`config.mk`:
```
export PLATFORM = sky130hd
export DESIGN_NAME = apx_adder_pipe
export DESIGN_NICKNAME = d
export VERILOG_FILES = /design/src/rtl/apx_pkg.sv /design/src/rtl/apx_add_core.sv /design/src/rtl/apx_adder_pipe.sv
export SDC_FILE = /design/constraint.sdc
export NUM_CORES = 1
export LEC_CHECK = 0
export BUFFER_PORTS_ARGS = -buffer_cell sky130_fd_sc_hd__buf_2
export CAP_MARGIN = 40
export CORE_MARGIN = 1
export CORE_UTILIZATION = 35
export DETAILED_ROUTE_END_ITERATION = 6
export PLACE_DENSITY = 0.51
export SYNTH_ARGS = -nofsm -noshare
export SYNTH_HDL_FRONTEND = slang
export SYNTH_HIERARCHICAL = 1
export SYNTH_SLANG_ARGS = --single-unit
```
`constraint.sdc`:
```
create_clock -name clk -period 24.4 [get_ports clk]
set_input_delay 3.66 -clock clk [delete_from_list [all_inputs] [get_ports clk]]
set_output_delay 3.66 -clock clk [all_outputs]
set_load 0.1 [all_outputs]
```
`src/rtl/apx_pkg.sv`:
```
// Shared definitions for the approximate adder pipeline: the arithmetic
// mode encodings and the width of the approximate-bit-count field.
package apx_pkg;

  // Arithmetic mode carried by each transaction. The reserved code
  // behaves like accurate mode everywhere it is decoded.
  typedef enum logic [1:0] {
    MODE_ACC   = 2'b00,
    MODE_TRUNC = 2'b01,
    MODE_ROUND = 2'b10,
    MODE_RSVD  = 2'b11
  } apx_mode_e;

  // Bits needed to hold an approximate-bit count in 0..nab_max.
  function automatic int nab_width(input int nab_max);
    return (nab_max < 1) ? 1 : $clog2(nab_max + 1);
  endfunction

endpackage

```
`src/rtl/apx_add_core.sv`:
```
// Combinational approximate adder: produces the approximate W+1-bit sum for
// the selected mode, the exact sum alongside it, and a flag when they differ.
module apx_add_core
  import apx_pkg::*;
#(
  parameter int W       = 32,
  parameter int NAB_MAX = 8
) (
  input  apx_mode_e                          mode,
  input  logic [nab_width(NAB_MAX)-1:0]      n,
  input  logic [W-1:0]                       a,
  input  logic [W-1:0]                       b,
  output logic [W-1:0]                       c,
  output logic                               cout,
  output logic [W-1:0]                       exact,
  output logic                               exact_cout,
  output logic                               err
);

  localparam int NW = nab_width(NAB_MAX);

  logic [W:0]    a_ext;
  logic [W:0]    b_ext;
  logic [W:0]    exact_s;
  logic [W:0]    trunc_s;
  logic [W:0]    round_s;
  logic [W:0]    approx_s;
  logic [W:0]    round_inc;
  logic [W-1:0]  a_sh;
  logic [W-1:0]  b_sh;
  logic [NW-1:0] n_m1;
  logic          r;

  // Evaluate all three candidate sums and pick the one the mode asks for.
  always_comb begin
    a_ext   = {1'b0, a};
    b_ext   = {1'b0, b};
    exact_s = a_ext + b_ext;

    // Dropping the low n bits of each operand before adding is the whole
    // truncation scheme; the shift back restores the weight.
    trunc_s = ((a_ext >> n) + (b_ext >> n)) << n;

    // Rounding looks at the most significant discarded bit of either
    // operand. With n = 0 nothing is discarded, so no increment.
    n_m1 = n - NW'(1);
    a_sh = a >> n_m1;
    b_sh = b >> n_m1;
    r    = (n != '0) ? (a_sh[0] | b_sh[0]) : 1'b0;

    round_inc = {{W{1'b0}}, r} << n;
    round_s   = trunc_s + round_inc;

    case (mode)
      MODE_TRUNC: approx_s = trunc_s;
      MODE_ROUND: approx_s = round_s;
      default:    approx_s = exact_s;
    endcase

    c          = approx_s[W-1:0];
    cout       = approx_s[W];
    exact      = exact_s[W-1:0];
    exact_cout = exact_s[W];
    err        = (approx_s != exact_s);
  end

endmodule

```
`src/rtl/apx_adder_pipe.sv`:
```
// Pipelined approximate adder with a runtime mode/width register, a
// valid/ready stream interface that stalls as a whole, and running error
// statistics gathered at the output handshake.
module apx_adder_pipe
  import apx_pkg::*;
#(
  parameter int W       = 32,
  parameter int NAB_MAX = 8,
  parameter int STAGES  = 2
) (
  input  logic                          clk,
  input  logic                          rst,
  input  logic                          cfg_we,
  input  logic [1:0]                    cfg_mode,
  input  logic [nab_width(NAB_MAX)-1:0] cfg_nab,
  input  logic                          in_valid,
  output logic                          in_ready,
  input  logic [W-1:0]                  in_a,
  input  logic [W-1:0]                  in_b,
  output logic                          out_valid,
  input  logic                          out_ready,
  output logic [W-1:0]                  out_c,
  output logic                          out_cout,
  output logic [W-1:0]                  out_exact,
  output logic                          out_err,
  input  logic                          stat_clr,
  output logic [31:0]                   err_cnt,
  output logic [W+15:0]                 err_sum
);

  localparam int              NW        = nab_width(NAB_MAX);
  localparam logic [NW-1:0]   NAB_LIMIT = NW'(NAB_MAX);
  localparam int              LAST      = STAGES - 1;

  // Configuration register
  apx_mode_e     mode_q, mode_d;
  logic [NW-1:0] nab_q,  nab_d;

  // Pipeline stage registers, index 0 is the stage fed by the core
  logic [STAGES-1:0]        v_q,   v_d;
  logic [STAGES-1:0][W-1:0] c_q,   c_d;
  logic [STAGES-1:0]        co_q,  co_d;
  logic [STAGES-1:0][W-1:0] ex_q,  ex_d;
  logic [STAGES-1:0]        exc_q, exc_d;
  logic [STAGES-1:0]        err_q, err_d;

  // Statistics
  logic [31:0]   err_cnt_q, err_cnt_d;
  logic [W+15:0] err_sum_q, err_sum_d;

  // Core outputs
  logic [W-1:0] core_c;
  logic         core_cout;
  logic [W-1:0] core_exact;
  logic         core_exact_cout;
  logic         core_err;

  logic         advance;
  logic         out_hs;
  logic [W:0]   approx_w;
  logic [W:0]   exact_w;
  logic [W:0]   abs_diff;
  logic [32:0]  cnt_inc;
  logic [W+16:0] sum_inc;

  // The whole pipeline moves together; it only holds when a result is
  // waiting at the output and the consumer is not taking it.
  assign advance  = ~out_valid | out_ready;
  assign in_ready = advance;

  // The core always sees the current register contents, so a config write
  // in the accepting cycle only reaches the following transaction.
  apx_add_core #(
    .W       (W),
    .NAB_MAX (NAB_MAX)
  ) u_core (
    .mode       (mode_q),
    .n          (nab_q),
    .a          (in_a),
    .b          (in_b),
    .c          (core_c),
    .cout       (core_cout),
    .exact      (core_exact),
    .exact_cout (core_exact_cout),
    .err        (core_err)
  );

  // Config next-state: load on write, clamping the bit count to NAB_MAX.
  always_comb begin
    mode_d = mode_q;
    nab_d  = nab_q;
    if (cfg_we) begin
      mode_d = apx_mode_e'(cfg_mode);
      nab_d  = (cfg_nab > NAB_LIMIT) ? NAB_LIMIT : cfg_nab;
    end
  end

  // Config register.
  always_ff @(posedge clk or posedge rst) begin
    if (rst) begin
      mode_q <= MODE_ACC;
      nab_q  <= '0;
    end else begin
      mode_q <= mode_d;
      nab_q  <= nab_d;
    end
  end

  // Pipeline next-state: shift every stage by one when advancing; an idle
  // input cycle becomes a bubble rather than holding the previous data.
  always_comb begin
    v_d   = v_q;
    c_d   = c_q;
    co_d  = co_q;
    ex_d  = ex_q;
    exc_d = exc_q;
    err_d = err_q;
    if (advance) begin
      v_d[0]   = in_valid;
      c_d[0]   = core_c;
      co_d[0]  = core_cout;
      ex_d[0]  = core_exact;
      exc_d[0] = core_exact_cout;
      err_d[0] = core_err;
      for (int i = 1; i < STAGES; i++) begin
        v_d[i]   = v_q[i-1];
        c_d[i]   = c_q[i-1];
        co_d[i]  = co_q[i-1];
        ex_d[i]  = ex_q[i-1];
        exc_d[i] = exc_q[i-1];
        err_d[i] = err_q[i-1];
      end
    end
  end

  // Pipeline registers; reset drops anything in flight.
  always_ff @(posedge clk or posedge rst) begin
    if (rst) begin
      v_q   <= '0;
      c_q   <= '0;
      co_q  <= '0;
      ex_q  <= '0;
      exc_q <= '0;
      err_q <= '0;
    end else begin
      v_q   <= v_d;
      c_q   <= c_d;
      co_q  <= co_d;
      ex_q  <= ex_d;
      exc_q <= exc_d;
      err_q <= err_d;
    end
  end

  assign out_valid = v_q[LAST];
  assign out_c     = c_q[LAST];
  assign out_cout  = co_q[LAST];
  assign out_exact = ex_q[LAST];
  assign out_err   = err_q[LAST];

  // Statistics next-state: clear wins, otherwise accumulate erroneous
  // results as they leave, saturating both counters.
  always_comb begin
    out_hs   = out_valid & out_ready;
    approx_w = {out_cout, out_c};
    exact_w  = {exc_q[LAST], out_exact};
    abs_diff = (exact_w >= approx_w) ? (exact_w - approx_w) : (approx_w - exact_w);
    cnt_inc  = {1'b0, err_cnt_q} + 33'd1;
    sum_inc  = {1'b0, err_sum_q} + {16'b0, abs_diff};

    err_cnt_d = err_cnt_q;
    err_sum_d = err_sum_q;
    if (stat_clr) begin
      err_cnt_d = '0;
      err_sum_d = '0;
    end else if (out_hs && out_err) begin
      err_cnt_d = cnt_inc[32]  ? '1 : cnt_inc[31:0];
      err_sum_d = sum_inc[W+16] ? '1 : sum_inc[W+15:0];
    end
  end

  // Statistics registers.
  always_ff @(posedge clk or posedge rst) begin
    if (rst) begin
      err_cnt_q <= '0;
      err_sum_q <= '0;
    end else begin
      err_cnt_q <= err_cnt_d;
      err_sum_q <= err_sum_d;
    end
  end

  assign err_cnt = err_cnt_q;
  assign err_sum = err_sum_q;

endmodule

```
==> results.sh, run 1 <==
export IMPL_grt_overflow_total=0
export IMPL_slowest_stage="nor4_1"
export IMPL_p_int_w=0.00176
export IMPL_routabilityCongestion=0.957
export IMPL_vias=26839
export IMPL_wl_per_cell_um=22.2
export IMPL_insertion_delay_ps=530
export IMPL_drc=0
export IMPL_hold_viol=0
export IMPL_skew_ps=9.54
export IMPL_cts_tree="done"
export IMPL_ctsHtreeMaxLevel=1
export IMPL_synth_most_common_cell="nand2_1"
export IMPL_dpl_hpwl_um=80900
export IMPL_pre_cts_slack_ps=12590
export IMPL_synth_area_um2=26900
export IMPL_path_class="in2reg"
export IMPL_p_leak_nw=12.8
export IMPL_syn2layout_area_growth_pct=8.89
export IMPL_path_clk_slew_ps=60
export IMPL_p_clk_share_pct=9.5
export IMPL_pwr_density_cell_nw_per_um2=141
export IMPL_met3_usage_pct=2.88
export IMPL_p_total_w=0.00413
export IMPL_rsz0062_at_grt="false"
export IMPL_worstPathMaxFanout=8
export IMPL_cp_required_ps=24820
export IMPL_setup_slack_ps=12870
export IMPL_die_x_um=279
export IMPL_reg2reg_to="err_q[0]$_DFFE_PP0P_"
export IMPL_cp_common_cell="o21ai_0"
export IMPL_fin_area_um2=29300
export IMPL_die_area_um2=78100
export IMPL_yosys_top_cells_count="nand2_1 (322), nor2_1 (289), a21oi_1 (282)"
export IMPL_grt_util_met2_pct=43.2
export IMPL_cts_resized=0
export IMPL_synthArstFlopShare_pct=100
export IMPL_slowest_delay_ps=700
export IMPL_critPathLaunchType="primary input"
export IMPL_fin_setup_tns_ps=0
export IMPL_cp_arrival_ps=11950
export IMPL_cts_setup_buffers=0
export IMPL_antenna_found_initial=8
export IMPL_synth_top_area_share_pct=20.6
export IMPL_worst_pin_slew_ps=904
export IMPL_nets=3754
export IMPL_placed_area_um2=28500
export IMPL_start_util_pct=35.4
export IMPL_syn_inst=3457
export IMPL_fmax_ghz=0.0867
export IMPL_p_seq_share_pct=13.8
export IMPL_cts_sinks=222
export IMPL_grt_max_degree=95
export IMPL_end_kind="register"
export IMPL_root_buffer="clkbuf_16"
export IMPL_ys_seq_elements=222
export IMPL_routed_wirelength_um=101000
export IMPL_grtUsageMet1_pct=31.8
export IMPL_slew_violations=0
export IMPL_yosysTopAreaCell="dfrtp_1"
export IMPL_synth_area_top_cells="dfrtp_1 (21%), ha_1 (8.6%), a21oi_1 (5.2%)"
export IMPL_ys_flop_type="dfrtp_1"
export IMPL_clockBufferDepth=3
export IMPL_cts_made_buffers=25
export IMPL_drtIter0Drc=2066
export IMPL_regToRegSetupSlack_ps=14410
export IMPL_peakVddDrop_mv=0.0709
export IMPL_cp_endpoint="err_q[0]$_DFFE_PP0P_"
export IMPL_r2r_cells=29
export IMPL_coreArea_um2=76100
export IMPL_drv_cap=0
export IMPL_ys_warn_count=6
export IMPL_hold_buffers=0
export IMPL_ant_nets=0
export IMPL_grt_pass1_wl_um=156000
export IMPL_status="completed"
export IMPL_vias_per_cell=5.91
export IMPL_min_period_ps=11530
export IMPL_finalCritPeriodShare_pct=47.3
export IMPL_switchingPower_w=0.00238
export IMPL_reg2reg_from="nab_q[2]$_DFFE_PP0P_"
export IMPL_synth_edf_count=0
export IMPL_top_usage_layer="met2"
export IMPL_hold_class="reg2reg"
export IMPL_syn_nets=3724
export IMPL_fp_dieH_um=279
export IMPL_ys_types=111
export IMPL_first_pass_iters=6
export IMPL_drive_gt1_share_pct=14.7
export IMPL_ys_seq_area_share_pct=20.6
export IMPL_postSynthAreaPerCell_um2=7.79
export IMPL_pin_count=224
export IMPL_track_usage_pct=25.2
export IMPL_relSlewSlack_pct=39.5
export IMPL_port_buffers=223
export IMPL_startpoint="in_b[14]"
export IMPL_swShare_pct=57.4
export IMPL_setup_viol=0
export IMPL_pwr_share_comb_pct=76.7
export IMPL_grt_pass1_vias=25920
export IMPL_num_rows=101
==> per-stage QoR <==
| step | instances | hold WS (ps) | util (%) |
|---|---|---|---|
| final | 4539 | 459 | 38.6 |
| after global routing | 4538 | 498 | 38.6 |
| after CTS | 4533 | 466 | 38.5 |
| after detailed placement | 4490 | 449 | 37.4 |
| after global placement | 4483 | 437 | 37.3 |
| after floorplan | 3457 | 430 | - |
==> cell usage in the layout (no fill, tap or decap), types with 101 or more instances in the layout <==
| cell | n |
|---|---|
| a21o_1 | 106 |
| a21oi_1 | 282 |
| buf_2 | 224 |
| dfrtp_1 | 218 |
| ha_1 | 184 |
| inv_1 | 150 |
| nand2_1 | 322 |
| nand3_1 | 101 |
| nor2_1 | 289 |
| o21ai_0 | 230 |
==> flip-flops by register name (all words and copies together) (netlist names) <==
| register | cells |
|---|---|
| err_cnt | 32 |
| out_exact | 32 |
| nab_q | 4 |
| co_q | 2 |
| c_q | 32 |
| err_q | 2 |
| ex_q | 32 |
| exc_q | 2 |
| err_sum | 48 |
| v_q | 2 |
| out_c | 32 |
| mode_q | 2 |
==> layer usage <==
metal | vias up | share of wire, %
li1 | 12917 | -
met1 | 12806 | 43
met2 | 910 | 47
met3 | 204 | 5.4
met4 | 2 | 4.6
met5 | - | 0.0079
==> critical path: cells and delay by family <==
kind,cells,cell delay (ps)
AOI/OAI and AO/OA,16,3860
adders and majority gates,2,600
and+or+nand+nor,9,2920
muxes,2,650
buffers and inverters,2,220
==> layout make-up <==
class	count	area [um^2]
fill	8047	46700
tap	1030	1290
multi-input combinational	2813	19500
antenna	6	15.0
sequential	222	5570
clock buffer	36	697
timing repair buffer	271	1530
clock inverter	7	139
inverter	154	587
==> kinds of logic after synthesis <==
kind of cell               count (synthesis)  share of synthesized area (%)
buffers and inverters                    422                           7.00
DFF                                      222                           20.6
AOI/OAI and AO/OA                       1153                           28.8
and+or+nand+nor                         1142                           20.6
xor gates and xnor gates                 129                           4.19
muxes                                    198                           9.65
adders and majority gates                191                           9.04
==> power by group through the flow <==
stage               combinational [W]  sequential [W]  clock (W)
finish                        0.00317        0.000570   0.000392
global route                  0.00346        0.000587   0.000416
CTS                           0.00315        0.000573   0.000405
detailed placement            0.00313        0.000579          0
global placement              0.00314        0.000575          0
floorplan                     0.00231        0.000729          0
==> worst min-delay path by stage <==
stage                             from            endpoint  slack (ps)  depth (start not counted)
global placement    v_q[0]$_DFFE_PP0P_  v_q[1]$_DFFE_PP0P_         440                          1
floorplan           v_q[0]$_DFFE_PP0P_  v_q[1]$_DFFE_PP0P_         430                          1
finish              v_q[0]$_DFFE_PP0P_  v_q[1]$_DFFE_PP0P_         460                          1
global route        v_q[0]$_DFFE_PP0P_  v_q[1]$_DFFE_PP0P_         500                          1
detailed placement  v_q[0]$_DFFE_PP0P_  v_q[1]$_DFFE_PP0P_         450                          1
CTS                 v_q[0]$_DFFE_PP0P_  v_q[1]$_DFFE_PP0P_         470                          1
No activity file was read; power rests on OpenSTA's default activity.
==> run 2, diff against run 1 <==
==> constraint.sdc (replaced) <==
create_clock -name clk -period 11.8 [get_ports clk]
set_input_delay 1.77 -clock clk [delete_from_list [all_inputs] [get_ports clk]]
set_output_delay 1.77 -clock clk [all_outputs]
set_load 0.1 [all_outputs]
==> results.sh, run 2 (synthesis results as in run 1) <==
export IMPL_cts_made_buffers=25
export IMPL_grt_pass1_wl_um=157000
export IMPL_root_buffer="clkbuf_16"
export IMPL_fmax_ghz=0.101
export IMPL_pin_count=224
export IMPL_pwr_density_cell_nw_per_um2=293
export IMPL_relSlewSlack_pct=36.9
export IMPL_final_cell_mix="nand2_1 (322), nor2_1 (289), a21oi_1 (282)"
export IMPL_hold_buffers=0
export IMPL_ctsHtreeMaxLevel=1
export IMPL_routed_wirelength_um=102000
export IMPL_drtIter0Drc=2184
export IMPL_finalCritPeriodShare_pct=83.6
export IMPL_fin_setup_tns_ps=0
export IMPL_end_kind="register"
export IMPL_drive_gt1_share_pct=14.9
export IMPL_grt_pass1_vias=25738
export IMPL_routabilityCongestion=0.979
export IMPL_drc=0
export IMPL_path_class="reg2reg"
export IMPL_layout_commonest_cell="nand2_1"
export IMPL_antenna_found_initial=7
export IMPL_setup_viol=0
export IMPL_worst_pin_slew_ps=937
export IMPL_first_pass_iters=5
export IMPL_worstPathMaxFanout=45
export IMPL_fillers=8099
export IMPL_cp_arrival_ps=10300
export IMPL_placed_area_um2=28500
export IMPL_vias_per_cell=5.93
export IMPL_nets=3756
export IMPL_ant_nets=0
export IMPL_cts_resized=0
export IMPL_grt_max_degree=91
export IMPL_hold_class="reg2reg"
export IMPL_skew_ps=18.3
export IMPL_coreArea_um2=76100
export IMPL_fp_dieH_um=279
export IMPL_insertion_delay_ps=550
export IMPL_fin_area_um2=29400
export IMPL_peakVddDrop_mv=0.146
export IMPL_cts_sinks=222
export IMPL_slew_violations=0
export IMPL_cp_required_ps=12240
export IMPL_track_usage_pct=25.4
export IMPL_rsz0062_at_grt="false"
export IMPL_cts_tree="done"
export IMPL_dpl_hpwl_um=81400
export IMPL_grt_overflow_total=0
export IMPL_port_buffers=223
export IMPL_drv_cap=0
export IMPL_die_x_um=279
export IMPL_slowest_delay_ps=810
export IMPL_num_rows=101
export IMPL_largest_reg_flops=48
export IMPL_status="completed"
export IMPL_path_clk_slew_ps=70
export IMPL_critPathLaunchType="register"
export IMPL_wl_per_cell_um=22.5
export IMPL_hold_viol=0
export IMPL_slowest_stage="dfrtp_4"
export IMPL_min_period_ps=9860
export IMPL_clockBufferDepth=3
export IMPL_syn2layout_area_growth_pct=9.18
export IMPL_vias=26940
export IMPL_start_util_pct=35.4
export IMPL_p_leak_nw=12.8
export IMPL_die_area_um2=78100
export IMPL_regToRegSetupSlack_ps=1940
export IMPL_cts_setup_buffers=0
run 2: final timing paths:
kind / startpoint / to / depth (start not counted)
max: nab_q[0]$_DFFE_PP0P_ / err_q[0]$_DFFE_PP0P_ / 28
min: v_q[0]$_DFFE_PP0P_ / v_q[1]$_DFFE_PP0P_ / 1
max reg2reg: nab_q[0]$_DFFE_PP0P_ / err_q[0]$_DFFE_PP0P_ / 28
min reg2reg: v_q[0]$_DFFE_PP0P_ / v_q[1]$_DFFE_PP0P_ / 1
max in group asynchronous: rst / out_exact[26]$_DFFE_PP0P_ / 4
min in group asynchronous: rst / out_c[2]$_DFFE_PP0P_ / 2
run 2: cell type report:
type	count	area, um^2	area share (%)
inverter	154	587	2.00
antenna	4	10.0	0.0340
tap	1030	1290	4.38
clock buffer	36	727	2.47
timing repair buffer	273	1570	5.33
multi-input combinational	2813	19500	66.3
clock inverter	9	158	0.536
sequential	222	5570	18.9
run 2: routing by layer:
layer  global-route usage, %  up-vias  routed length [um]
met1                    32.7    12906               44500
met4                    11.3        4                4930
li1                        -    12937                   -
met5                       0        -                  28
met3                    2.64      206                5110
met2                    42.9      887               47600
run 2: stage by stage:
step | hold WS [ps] | std cells | total power [W] | utilization (%) | setup WS (ps)
CTS | 461 | 4537 | 0.00858 | 38.6 | 2140
global route | 477 | 4540 | 0.00926 | 38.7 | 1190
finish | 457 | 4541 | 0.00861 | 38.7 | 1940
floorplan | 430 | 3457 | 0.00629 | - | 2420
detailed placement | 448 | 4492 | 0.00769 | 37.5 | 1820
global placement | 436 | 4484 | 0.00770 | 37.3 | 1960
run 2: worst max-delay path, delay by kind of cell (launching register included):
| family | cells | cell delay [ps] |
|---|---|---|
| fa+ha+maj | 2 | 740 |
| simple gates | 9 | 3130 |
| compound gates | 13 | 3240 |
| flops | 1 | 810 |
| buf+inv | 2 | 990 |
| mux | 2 | 770 |
run 2: power breakdown:
group	total [W]	leakage (nW)	internal, W	switching, W
combinational	0.00658	9.61	0.00217	0.00441
sequential	0.00118	2.78	0.000974	0.000203
clock	0.000846	0.427	0.000515	0.000331
total	0.00861	12.8	0.00366	0.00495
